[config.mk]
export PLATFORM = sky130hd
export DESIGN_NAME = stream_demux_1x2
export DESIGN_NICKNAME = d
export VERILOG_FILES = /design/src/rtl/stream_demux_pkg.sv /design/src/rtl/demux_out_slice.sv /design/src/rtl/stream_demux_1x2.sv
export SDC_FILE = /design/constraint.sdc
export NUM_CORES = 1
export LEC_CHECK = 0
export CAP_MARGIN = 25
export CELL_PAD_IN_SITES_DETAIL_PLACEMENT = 0
export CELL_PAD_IN_SITES_GLOBAL_PLACEMENT = 1
export CORE_MARGIN = 2
export CORE_UTILIZATION = 32
export CTS_BUF_LIST = sky130_fd_sc_hd__clkbuf_4
export CTS_CLUSTER_DIAMETER = 40
export DETAILED_ROUTE_END_ITERATION = 10
export GPL_TIMING_DRIVEN = 1
export MAX_ROUTING_LAYER = met4
export PLACE_DENSITY = 0.77
export SLEW_MARGIN = 30
export SYNTH_ARGS = -nofsm -noshare
export SYNTH_HDL_FRONTEND = slang
export SYNTH_SLANG_ARGS = --single-unit
[constraint.sdc]
create_clock -name clk_in -period 1.3 [get_ports clk_in]
set_input_delay 0.26 -clock clk_in [delete_from_list [all_inputs] [get_ports clk_in]]
set_output_delay 0.26 -clock clk_in [all_outputs]
set_load 0.02 [all_outputs]
[src/rtl/stream_demux_pkg.sv]
// rtl/stream_demux_pkg.sv - shared types and constants for the 1-to-2 stream demux
package stream_demux_pkg;

    typedef enum logic {IDLE, LOCKED} demux_state_t;

    typedef logic chan_t;

    localparam int NUM_CH = 2;

endpackage

[src/rtl/demux_out_slice.sv]
// rtl/demux_out_slice.sv - one-entry output register stage for a single demux channel
module demux_out_slice #(
    parameter int DATA_W = 8
) (
    input  logic              clk,
    input  logic              rst_n,
    input  logic              load,
    input  logic [DATA_W-1:0] load_data,
    input  logic              load_last,
    input  logic              ready,
    output logic [DATA_W-1:0] data,
    output logic              last,
    output logic              valid
);

    // A load in the same cycle as a drain wins: the new beat replaces the departing one.
    always_ff @(posedge clk or negedge rst_n) begin
        if (!rst_n) begin
            data  <= '0;
            last  <= 1'b0;
            valid <= 1'b0;
        end else if (load) begin
            data  <= load_data;
            last  <= load_last;
            valid <= 1'b1;
        end else if (valid && ready) begin
            valid <= 1'b0;
        end
    end

endmodule

[src/rtl/stream_demux_1x2.sv]
// rtl/stream_demux_1x2.sv - registered 1-to-2 packet demux with per-packet route lock
module stream_demux_1x2
    import stream_demux_pkg::*;
#(
    parameter int DATA_W = 8
) (
    input  logic              clk_in,
    input  logic              rst_n_in,
    input  logic [DATA_W-1:0] d_in,
    input  logic              sel_in,
    input  logic              valid_in,
    input  logic              last_in,
    output logic              ready_out,
    output logic [DATA_W-1:0] d0_out,
    output logic [DATA_W-1:0] d1_out,
    output logic              valid0_out,
    output logic              valid1_out,
    output logic              last0_out,
    output logic              last1_out,
    input  logic              ready0_in,
    input  logic              ready1_in
);

    demux_state_t      state;
    chan_t             route_q;
    chan_t             route;
    logic              acc;

    logic [NUM_CH-1:0] ch_valid;
    logic [NUM_CH-1:0] ch_last;
    logic [NUM_CH-1:0] ch_ready;
    logic [NUM_CH-1:0] ch_load;
    logic [DATA_W-1:0] ch_data [NUM_CH];

    assign ch_ready = {ready1_in, ready0_in};

    // The first beat of a packet steers by sel_in directly; later beats follow the latched route.
    assign route     = (state == IDLE) ? sel_in : route_q;
    assign ready_out = ~ch_valid[route] | ch_ready[route];
    assign acc       = valid_in & ready_out;

    always_ff @(posedge clk_in or negedge rst_n_in) begin
        if (!rst_n_in) begin
            state   <= IDLE;
            route_q <= 1'b0;
        end else if (acc) begin
            if (state == IDLE) begin
                if (!last_in) begin
                    state   <= LOCKED;
                    route_q <= sel_in;
                end
            end else if (last_in) begin
                state <= IDLE;
            end
        end
    end

    for (genvar k = 0; k < NUM_CH; k++) begin : g_ch
        assign ch_load[k] = acc & (route == chan_t'(k));

        demux_out_slice #(
            .DATA_W(DATA_W)
        ) u_slice (
            .clk       (clk_in),
            .rst_n     (rst_n_in),
            .load      (ch_load[k]),
            .load_data (d_in),
            .load_last (last_in),
            .ready     (ch_ready[k]),
            .data      (ch_data[k]),
            .last      (ch_last[k]),
            .valid     (ch_valid[k])
        );
    end

    assign d0_out     = ch_data[0];
    assign d1_out     = ch_data[1];
    assign valid0_out = ch_valid[0];
    assign valid1_out = ch_valid[1];
    assign last0_out  = ch_last[0];
    assign last1_out  = ch_last[1];

endmodule

==> results by group, run 1 <==
Worst hold path
  • Worst Hold Class: in2async

STA
  • Final Setup Violations: 22
  • Clk_skew: 13.48 ps
  • Slew @ Worst Pin: 279.1 ps
  • Slew margin rel.: 81.39%
  • RSZ-0062 raised after global routing: yes
  • Minimum clock period: 1672 ps
  • Period utilization: 128.6%
  • Hold_ws: 278.6 ps
  • Final TNS setup: -5658 ps
  • Slew Limit Fails: 0
  • FMAX: 0.5981 GHz
  • Final hold vios: 0
  • Final worst slack: -371.8 ps

Worst setup path
  • Worst path bufs/invs: 1
  • CP required: 1040 ps
  • Reg-to-reg startpoint: state
  • CP top delay family: multiplexers
  • RR Endpoint: g_ch[1].u_slice.data[4]
  • Worst path slowest cell: dfrtp_1
  • CP startpoint: state
  • Max FO, Critical Path: 2
  • WP depth: 3
  • Critical path arrival: 1410 ps
  • Critical path endpoint category: output pin
  • CP Capture Point: ready_out
  • Reg2Reg Setup Slack: -320 ps
  • Setup Crit Path Kind: reg2out
  • Max incr delay on CP: 400 ps
  • R2R cell count: 6
  • Startpoint types: flip-flop
  • Worst-path cell chain: mux2i_2 > mux2_4 > buf_6

Logic synthesis
  • Post-synthesis mux area share: 30.59%
  • Mapped Nets: 69
  • Largest family of logic cells by synthesized area: multiplexers
  • Synth Area in Adders: 0%
  • Synth Area in XOR/XNOR: 0%
  • Seq/Total Area, Yosys: 58.51%
  • Count leader, synth: dfrtp_1
  • Seq cells post-synth: 22
  • Synth top area share: 58.51%
  • Async set-or-reset flop fraction in the synthesized netlist: 100.0%
  • Synthesized instance count: 54
  • Post-Synth Simple-Gate Area: 5.319%
  • Cell taking the most area after synthesis: dfrtp_1
  • Area contributors post-synth: dfrtp_1 (59%), mux2_4 (22%), mux2_2 (6.0%), nand3b_4 (2.1%), buf_8 (1.6%)
  • Number of flops mapped to enable cells by yosys: 0
  • Synth Flop Type: dfrtp_1
  • Syn avg cell area: 17.42 sq um
  • Synth Area in Compound Gates: 2.793%
  • Mapped cell area: 940.9 sq um
  • Synth top cells by count: dfrtp_1 (22), mux2_4 (14), mux2_2 (5)
  • Synth cell types: 14
  • Yosys warns: 0

GRT
  • First-pass GRT wire length: 3553 microns
  • Vias in the first global route: 722
  • Initial antenna violation count: 0
  • Total GRT Usage: 14.66%
  • Pin count of the biggest net entering global routing: 23
  • Total global routing overflow: 0

Floorplanning
  • Die Height: 58.23 microns
  • Core area: 2781 sq um
  • IO Count: 36
  • Die W: 58.23 microns
  • Std-Cell Rows: 19
  • Die Area: 3390 sq um
  • Initial Utilization: 33.83%

Placed design
  • Dpl cells: 127
  • Final HPWL from detailed placement: 1426 microns
  • Gp weighted congestion: 0.5975
  • Placed Instance Area: 1386 sq um
  • IO buf count: 35

Final layout
  • Fin area: 1503 sq um
  • Final Util: 54.03%
  • # fillers: 234
  • Multi-input logic area: 395.4 sq um
  • Final #Nets: 124
  • Ant. Diodes: 0
  • Layout Cells excl Fill: 139
  • Area Growth Syn to Fin: 59.71%
  • Seq. cell area: 550.5 sq um
  • Layout cells sized above 1: 59.26%

Power
  • Pleak: 0.7485 nW
  • Worst vdd ir: 0.001322 V
  • Power per cell area: 2375 nW/um^2

Detailed routing
  • Drt first-iter violations: 5
  • Detail Route Antenna Nets: 0
  • Routed WL: 2117 microns
  • TritonRoute pass-1 iters: 2
  • Total number of vias: 649
  • Remaining DRCs: 0
  • DR vias/cell: 4.669
  • Drt wl/cell: 15.23 microns

Outcome
  • Failing checks: setup timing
  • Status: finished, violations left

Clocking
  • CTS Buf Count: 3
  • CTS tree: yes
  • Number of H-tree levels: 1
  • Clock buffer depth: 2
  • Worst-path clk slew: 130 ps
  • # clock sinks: 22
  • Clk Latency, worst-skew pair: 310 ps
  • Root Driver: clkbuf_4

Flow run
  • Max Cap Violations: 0
==> sequential cells by signal, indices dropped and copies added (netlist names) <==
signal / flops
g_ch.u_slice.valid: 2
g_ch.u_slice.data: 16
state: 1
g_ch.u_slice.last: 2
route_q: 1
==> repair_timing <==
item	in CTS	in global routing
hold buffers	0	0
setup endpoints to repair	41	42
pin swaps	2	4
gates cloned	2	0
buffers inserted	5	2
gates resized for setup	49	30
==> how the worst min path moves through the flow <==
stage	depth (start not counted)	endpoint	startpoint
CTS	2	g_ch[0].u_slice.data[1]	rst_n_in
global placement	1	g_ch[0].u_slice.data[4]	g_ch[0].u_slice.data[4]
detailed placement	1	g_ch[1].u_slice.data[2]	g_ch[1].u_slice.data[2]
floorplan	0	g_ch[0].u_slice.data[0]	rst_n_in
finish	2	g_ch[0].u_slice.data[7]	rst_n_in
global route	2	g_ch[1].u_slice.data[3]	rst_n_in
==> per-stage QoR <==
| stage | setup WS [ps] | total power [mW] |
|---|---|---|
| floorplan | -151.0 | 2.332 |
| global placement | -705.5 | 3.182 |
| detailed placement | -734.2 | 3.229 |
| CTS | -378.3 | 3.706 |
| global route | -445.6 | 3.785 |
| finish | -371.8 | 3.570 |
==> where the power goes <==
part           total (mW)  switching (mW)  leakage, nW  internal (mW)
Combinational        2.03           0.899        0.473           1.13
Sequential           1.23           0.202        0.260           1.02
Clock               0.314           0.202       0.0154          0.112
Total                3.57            1.30        0.748           2.27
==> cell type report <==
cell class	count	area share [%]
multi-input cells	30	26.31
flip-flops and latches	22	36.64
clock inverters	1	0.2498
well taps	31	2.581
repair buffers	52	32.72
clock buffers	3	1.499
==> layout by cell type, fill, tap and decap left out, drive strengths merged <==
cell / count
mux2i: 1
nand3: 1
clkdlybuf4s50: 14
dfrtp: 22
a211oi: 1
a21oi: 1
buf: 18
clkdlybuf4s15: 3
clkinv: 1
a31o: 1
mux2: 20
nand2: 2
clkbuf: 20
nand3b: 1
nand2b: 2
==> layer usage <==
metal | vias to the layer above | routed length, microns | global-route usage, %
met4 | 0 | 19 | 5.980
met3 | 2 | 89 | 2.232
met1 | 329 | 883 | 18.38
met5 | - | 0 | -
li1 | 300 | - | -
met2 | 18 | 1125 | 23.70
==> kinds of logic (layout without fill, tap and decap cells) <==
kind of cell           count (synthesis)  in the layout
DFF                                   22             22
muxes                                 21             21
and+or+nand+nor                        6              6
AOI/OAI and AO/OA                      3              3
buffers and inverters                  2             56
Note: power is estimated with default switching activity, not from simulation.
==> run 2, diff against run 1 <==
--- a/config.mk
+++ b/config.mk
@@ -5,11 +5,12 @@
 export SDC_FILE = /design/constraint.sdc
 export NUM_CORES = 1
 export LEC_CHECK = 0
+export ABC_AREA = 1
 export CAP_MARGIN = 25
 export CELL_PAD_IN_SITES_DETAIL_PLACEMENT = 0
 export CELL_PAD_IN_SITES_GLOBAL_PLACEMENT = 1
 export CORE_MARGIN = 2
-export CORE_UTILIZATION = 32
+export CORE_UTILIZATION = 30
 export CTS_BUF_LIST = sky130_fd_sc_hd__clkbuf_4
 export CTS_CLUSTER_DIAMETER = 40
 export DETAILED_ROUTE_END_ITERATION = 10
==> run 2 against run 1 <==
The flow still finishes with violations (setup timing). Combinational power shrank 3%. Synthesized area rose by 2.7%. First-iteration DRC count grew to 4.8 times the previous value. Clock-buffer cell count is the same. Clock power is 61% higher. Final area grew 4.6%. Sequential share of layout area down 1.6 points. Hold slack better by 13 ps. Clock skew fell by 12 ps. Global-route usage is 1.6 points lower. Largest cell class unchanged.
==> results by group, run 2 <==
Outcome
  • Status: finished, violations left
  • Failing checks: setup timing

Worst setup path
  • Max incr delay on CP: 430 ps (+30 ps)
  • R2R cell count: 9 (+3)
  • Setup Crit Path Kind: reg2out
  • Worst-path cell chain: inv_1 > nand2_2 > nand2_2 > nand2_2 > nand2_2 > buf_6
  • Worst path slowest cell: dfrtp_1
  • Reg2Reg Setup Slack: -60 ps (+260 ps)
  • Critical path endpoint category: output pin
  • Startpoint types: flip-flop
  • Critical path arrival: 1200 ps (-210 ps)
  • RR Endpoint: g_ch[1].u_slice.data[6]
  • Reg-to-reg startpoint: state
  • Crit path top cell by count: nand2_2
  • Worst path bufs/invs: 2 (+1)
  • CP top delay family: flip-flops
  • Max FO, Critical Path: 4 (+2)
  • CP required: 1040 ps (about the same)

Floorplanning
  • Die Area: 3689 sq um (+8.8%)
  • Die W: 60.74 microns (+4.3%)
  • Std-Cell Rows: 20 (+1)
  • Die Height: 60.74 microns (+4.3%)
  • IO Count: 36 (unchanged)
  • Initial Utilization: 31.64% (-2.2 points)
  • Core area: 3053 sq um (+9.8%)

STA
  • Hold_ws: 291.8 ps (+13.19 ps)
  • Final worst slack: -158.7 ps (+213.2 ps)
  • Slew Limit Fails: 0 (unchanged)
  • Final hold vios: 0 (unchanged)
  • Slew @ Worst Pin: 274.1 ps (-5.078 ps)
  • Period utilization: 112.2% (-16 points)
  • FMAX: 0.6856 GHz (+15%)
  • Slew margin rel.: 81.73% (+0.34 points)
  • Final TNS setup: -604.8 ps (+5053 ps)
  • Clk_skew: 1.341 ps (-12.14 ps)
  • RSZ-0062 raised after global routing: yes
  • Final Setup Violations: 10 (-55%)
  • Minimum clock period: 1459 ps (-213.2 ps)

Flow run
  • Max Cap Violations: 0 (unchanged)

Logic synthesis
  • Count leader, synth: nand2_1
  • Syn avg cell area: 10.50 sq um (-40%)
  • Synth top cells by count: nand2_1 (27), dfrtp_1 (22), o21ai_2 (18)
  • Seq/Total Area, Yosys: 56.99% (-1.5 points)
  • Async set-or-reset flop fraction in the synthesized netlist: 100.0% (unchanged)
  • Number of flops mapped to enable cells by yosys: 0 (unchanged)
  • Synth top area share: 56.99% (-1.5 points)
  • Synth Flop Type: dfrtp_1
  • Synth cell types: 12 (-2)
  • Mapped cell area: 965.9 sq um (+2.7%)
  • Yosys warns: 0 (unchanged)
  • Synthesized instance count: 92 (+70%)
  • Seq cells post-synth: 22 (unchanged)
  • Mapped Nets: 107 (+55%)
  • Area contributors post-synth: dfrtp_1 (57%), o21ai_2 (16%), nand2_1 (10%), inv_1 (4.7%), nand2_2 (2.6%)
  • Cell taking the most area after synthesis: dfrtp_1

Clocking
  • CTS Buf Count: 3 (unchanged)
  • Root Driver: clkbuf_4
  • Number of H-tree levels: 1 (unchanged)
  • Worst-path clk slew: 120 ps (about the same)
  • Hold_buf cts: 0 (unchanged)
  • CTS tree: yes
  • # clock sinks: 22 (unchanged)
  • Clk Latency, worst-skew pair: 290 ps (-20 ps)
  • Clock buffer depth: 2 (unchanged)

Power
  • Switching share of total power: 40.08% (+3.6 points)
  • Internal: 2.220 mW (-2.1%)
  • Worst vdd ir: 0.0007417 V (-44%)
  • Power per cell area: 2358 nW/um^2 (-0.74%)
  • Flop pwr share: 33.2% (-1.2 points)
  • Pleak: 0.7738 nW (+3.4%)
  • Sw power: 1.485 mW (+14%)
  • Combinational share of power: 53.1% (-3.8 points)
  • Clk pwr share: 13.6% (+4.8 points)

Placed design
  • Post-Place Setup Slack: -590.1 ps (+144.1 ps)
  • Final HPWL from detailed placement: 1464 microns (+2.6%)
  • Gp weighted congestion: 0.7297 (+22%)
  • IO buf count: 35 (unchanged)
  • Dpl cells: 178 (+40%)

GRT
  • Total GRT Usage: 13.01% (-1.6 points)
  • First-pass GRT wire length: 3415 microns (-3.9%)
  • Total global routing overflow: 0 (unchanged)
  • Pin count of the biggest net entering global routing: 23 (unchanged)
  • Vias in the first global route: 811 (+12%)
  • Initial antenna violation count: 0 (unchanged)

Detailed routing
  • Routed WL: 2093 microns (-1.1%)
  • Drt first-iter violations: 24 (+19)
  • DR vias/cell: 4.123 (-12%)
  • Total number of vias: 771 (+19%)
  • Remaining DRCs: 0 (unchanged)
  • TritonRoute pass-1 iters: 4 (+2)
  • Drt wl/cell: 11.19 microns (-27%)
  • Detail Route Antenna Nets: 0 (unchanged)

Final layout
  • Largest register by flop count: g_ch.u_slice.data
  • Layout Cells excl Fill: 187 (+35%)
  • Final #Nets: 159 (+28%)
  • Ant. Diodes: 0 (unchanged)
  • Top Registers: g_ch.u_slice.data: 16 flops, g_ch.u_slice.last: 2 flops, g_ch.u_slice.valid: 2 flops
  • Most common cell after layout, fill and taps aside: dfrtp_1
  • Area Growth Syn to Fin: 62.69%
  • Number of flip-flops in the largest register: 16 (unchanged)
  • Most frequent cells in the layout: dfrtp_1 (22), o21ai_2 (18), nand2_1 (17)
  • # fillers: 312 (+33%)
  • Layout cells sized above 1: 43.36% (-16 points)

Worst hold path
  • Worst Hold Class: in2async
[run 2: layout make-up]
type | count | area (sq um) | share of cell area [%]
Clock buffer | 3 | 22.52 | 1.433
Clock inverter | 1 | 30.03 | 1.911
Inverter | 12 | 45.04 | 2.866
Multi-Input combinational cell | 56 | 402.9 | 25.64
Sequential cell | 22 | 550.5 | 35.03
Tap cell | 44 | 55.05 | 3.503
Timing Repair Buffer | 49 | 465.4 | 29.62
[run 2: power by group through the flow]
stage	clock network (mW)	logic, mW	registers [mW]
final	0.505	1.97	1.23
after global routing	0.549	2.13	1.27
after CTS	0.519	1.81	1.18
after detailed placement	0	1.92	1.20
after global placement	0	1.89	1.19
after floorplan	0	0.668	1.54
[run 2: cell families (layout without fill, tap and decap cells)]
family	after synthesis	count (layout)	share of synthesized area, %
simple gates	37	37	19.17
flops	22	22	57.00
buf+inv	14	65	6.994
compound gates	19	19	16.84
[run 2: routing by layer]
metal | up-vias | GRT usage [%] | share of wire (%)
li1 | 397 | - | -
met1 | 352 | 16.64 | 46
met2 | 20 | 20.43 | 48
met3 | 2 | 1.493 | 4.8
met4 | 0 | 6.522 | 1.3
met5 | - | - | 0
[run 2: through the flow]
| step | instance area (sq um) | power [mW] | utilization (%) |
|---|---|---|---|
| 2_1_floorplan | 965.9 | 2.213 | - |
| 3_3_place_gp | 1429 | 3.083 | 46.80 |
| 3_5_place_dp | 1429 | 3.126 | 46.80 |
| 4_1_cts | 1500 | 3.507 | 49.14 |
| 5_1_grt | 1572 | 3.950 | 51.48 |
| 6_report | 1572 | 3.705 | 51.48 |
[run 2: repair_timing]
item,CTS,global route
hold endpoints to repair,0,0
setup endpoints to repair,30,29
setup buffers,2,2
resized for setup,28,42
pin swaps,0,1
gates cloned,0,1
[run 2: how the worst max path moves through the flow]
stage,from,to,slack (ps),cells after the start
final,state,ready_out,-160,6
after global routing,state,ready_out,-260,6
after CTS,state,ready_out,-160,6
after detailed placement,sel_in,ready_out,-590,6
after global placement,sel_in,ready_out,-560,6
after floorplan,g_ch[0].u_slice.valid,state,150,6
==> run 3, diff against run 2 <==
--- a/config.mk
+++ b/config.mk
@@ -9,7 +9,6 @@
 export CAP_MARGIN = 25
 export CELL_PAD_IN_SITES_DETAIL_PLACEMENT = 0
 export CELL_PAD_IN_SITES_GLOBAL_PLACEMENT = 1
-export CORE_MARGIN = 2
 export CORE_UTILIZATION = 30
 export CTS_BUF_LIST = sky130_fd_sc_hd__clkbuf_4
 export CTS_CLUSTER_DIAMETER = 40
@@ -21,3 +20,4 @@
 export SYNTH_ARGS = -nofsm -noshare
 export SYNTH_HDL_FRONTEND = slang
 export SYNTH_SLANG_ARGS = --single-unit
+export TNS_END_PERCENT = 20
==> run 3 against run 2 <==
The flow still finishes with violations (setup timing). Fmax is 1.4% higher. Clock skew rose by 8.0 ps. Register-to-register slack better by 140 ps. Critical path depth is the same. Clock power up 0.8%. Global-route usage rose by 0.38 points. Final area is 8.6% lower. Sequential power decreased by 4%. Hold slack improved by 5.9 ps. Critical path type is now in2out. Largest power group unchanged. Highest routed layer unchanged.
==> results by group, run 3 (synthesized netlist as in run 2, its figures left out) <==
Worst setup path
  • Max incr delay on CP: 500 ps (+70 ps)
  • Max FO, Critical Path: 3 (-1)
  • CP startpoint: sel_in
  • R2R cell count: 8 (-1)
  • CP required: 1040 ps (about the same)
  • Reg-to-reg startpoint: state
  • Critical path arrival: 1180 ps (-20 ps)
  • Setup Crit Path Kind: in2out
  • Startpoint types: primary input
  • Critical path endpoint category: output pin
  • Worst-path cell chain: clkdlybuf4s50_1 > nand2_2 > nand2_2 > nand2_2 > nand2_2 > buf_6
  • Crit path top cell by count: nand2_2
  • Worst path slowest cell: clkdlybuf4s50_1

Final layout
  • Most frequent cells in the layout: nand2_1 (26), dfrtp_1 (22), o21ai_2 (18)
  • Final #Nets: 156 (-1.9%)
  • Most common cell after layout, fill and taps aside: nand2_1
  • Top Registers: g_ch.u_slice.data: 16 flops, g_ch.u_slice.last: 2 flops, g_ch.u_slice.valid: 2 flops
  • Layout cells sized above 1: 40.71% (-2.6 points)
  • Number of flip-flops in the largest register: 16 (unchanged)
  • Fin area: 1436 sq um (-8.6%)
  • Ant. Diodes: 0 (unchanged)
  • Area Growth Syn to Fin: 48.70%
  • Largest register by flop count: g_ch.u_slice.data

Power
  • Combinational share of power: 50.7% (-2.4 points)
  • Internal: 2.043 mW (-8.0%)
  • Pleak: 0.7262 nW (-6.2%)
  • Switching share of total power: 40.47% (+0.39 points)
  • Clk pwr share: 14.8% (+1.2 points)
  • Flop pwr share: 34.5% (+1.3 points)
  • Tot Pwr: 3.432 mW (-7.4%)
  • Power per cell area: 2389 nW/um^2 (+1.3%)
  • Worst vdd ir: 0.0007209 V (-2.8%)
  • Sw power: 1.389 mW (-6.5%)

GRT
  • Pin count of the biggest net entering global routing: 23 (unchanged)
  • Total GRT Usage: 13.39% (+0.38 points)
  • Total global routing overflow: 0 (unchanged)
  • First-pass GRT wire length: 3291 microns (-3.6%)
  • Vias in the first global route: 738 (-9.0%)
  • Initial antenna violation count: 0 (unchanged)

Detailed routing
  • Total number of vias: 779 (+1.0%)
  • TritonRoute pass-1 iters: 4 (unchanged)
  • Detail Route Antenna Nets: 0 (unchanged)
  • Remaining DRCs: 0 (unchanged)
  • Routed WL: 1989 microns (-5.0%)
  • DR vias/cell: 4.234 (+2.7%)
  • Drt first-iter violations: 28 (+17%)
  • Drt wl/cell: 10.81 microns (-3.4%)

Clocking
  • # clock sinks: 22 (unchanged)
  • CTS tree: yes
  • Worst-path clk slew: 120 ps (about the same)
  • Clock buffer depth: 2 (unchanged)
  • Root Driver: clkbuf_4
  • CTS Buf Count: 3 (unchanged)
  • Clk Latency, worst-skew pair: 300 ps (about the same)
  • Number of H-tree levels: 1 (unchanged)
  • Hold_buf cts: 0 (unchanged)

Floorplanning
  • Die Area: 3450 sq um (-6.5%)
  • Die Height: 58.74 microns (-3.3%)
  • Core area: 3053 sq um (unchanged)
  • Initial Utilization: 31.64% (unchanged)
  • IO Count: 36 (unchanged)
  • Die W: 58.74 microns (-3.3%)
  • Std-Cell Rows: 20 (unchanged)

Placed design
  • Final HPWL from detailed placement: 1496 microns (+2.2%)
  • IO buf count: 35 (unchanged)
  • Placed Instance Area: 1429 sq um (unchanged)
  • Gp weighted congestion: 0.7882 (+8.0%)
  • Post-Place Setup Slack: -611.0 ps (-20.86 ps)

Outcome
  • Status: finished, violations left
  • Failing checks: setup timing

STA
  • Final hold vios: 0 (unchanged)
  • Final worst slack: -139.1 ps (+19.52 ps)
  • Final Setup Violations: 1 (-9)
  • Period utilization: 110.7% (-1.5 points)
  • Slew @ Worst Pin: 303.6 ps (+29.52 ps)
  • Clk_skew: 9.311 ps (+7.970 ps)
  • Slew Limit Fails: 0 (unchanged)
  • Hold_ws: 297.7 ps (+5.907 ps)
  • RSZ-0062 raised after global routing: yes
  • Minimum clock period: 1439 ps (-19.52 ps)
  • Slew margin rel.: 79.70% (-2.0 points)
  • FMAX: 0.6949 GHz (+1.4%)

Flow run
  • Max Cap Violations: 0 (unchanged)

Worst hold path
  • Worst Hold Class: in2async
[run 3: changes by cell type in the layout (fill, tap and decap cells not counted)]
cell	before	now
clkbuf_2	9	15
clkbuf_16	1	0
nand2_4	6	0
clkdlybuf4s15_1	10	4
buf_12	3	2
inv_1	12	11
nand2_1	17	26
buf_4	10	9
nand2_2	8	5
inv_2	0	1
[run 3: worst max-delay path: cells and delay by family]
family | cells | cell delay, ps
and+or+nand+nor | 4 | 310
buffers and inverters | 2 | 610
[run 3: cell type report]
| cell class | instances | area [sq um] |
|---|---|---|
| clock buffers | 3 | 22.52 |
| clock inverters | 1 | 30.03 |
| fillers | 307 | 1617 |
| inverters | 12 | 45.04 |
| multi-input cells | 56 | 350.3 |
| flip-flops and latches | 22 | 550.5 |
| well taps | 44 | 55.05 |
| repair buffers | 46 | 382.9 |
[run 3: power groups by stage]
stage	Combinational (mW)	Clock [mW]	Sequential [mW]
floorplan	0.668	0	1.54
global placement	1.89	0	1.18
detailed placement	1.93	0	1.20
CTS	1.75	0.528	1.18
global route	1.89	0.563	1.23
finish	1.74	0.509	1.18
[run 3: routing by layer]
metal | vias up | part of all wire [%] | track usage (%)
li1 | 393 | - | -
met1 | 365 | 45 | 15.75
met2 | 19 | 50 | 22.08
met3 | 2 | 3.8 | 2.637
met4 | 0 | 1.1 | 6.122
met5 | - | 0 | -
[run 3: through the flow]
stage | util (%) | std cells | setup TNS [ps]
after floorplan | - | 92 | 0
after global placement | 46.80 | 178 | -4743
after detailed placement | 46.80 | 178 | -5446
after CTS | 47.95 | 182 | -192.4
after global routing | 47.05 | 184 | -276.9
final | 47.05 | 184 | -139.1
[run 3: worst paths after layout]
kind / end / slack [ps]
setup / recovery: ready_out / -140
hold / removal: g_ch[1].u_slice.data[2] / 300
setup reg to reg: g_ch[1].u_slice.last / 80
hold reg to reg: g_ch[0].u_slice.data[2] / 500
max in group asynchronous: g_ch[1].u_slice.data[6] / 780
min in group clk_in: g_ch[0].u_slice.data[2] / 500
[run 3: what timing repair did]
item | 4_1_cts | 5_1_grt
pin swaps | 0 | 2
endpoints found under the setup margin | 23 | 30
resized for setup | 31 | 31
buffers inserted | 0 | 2
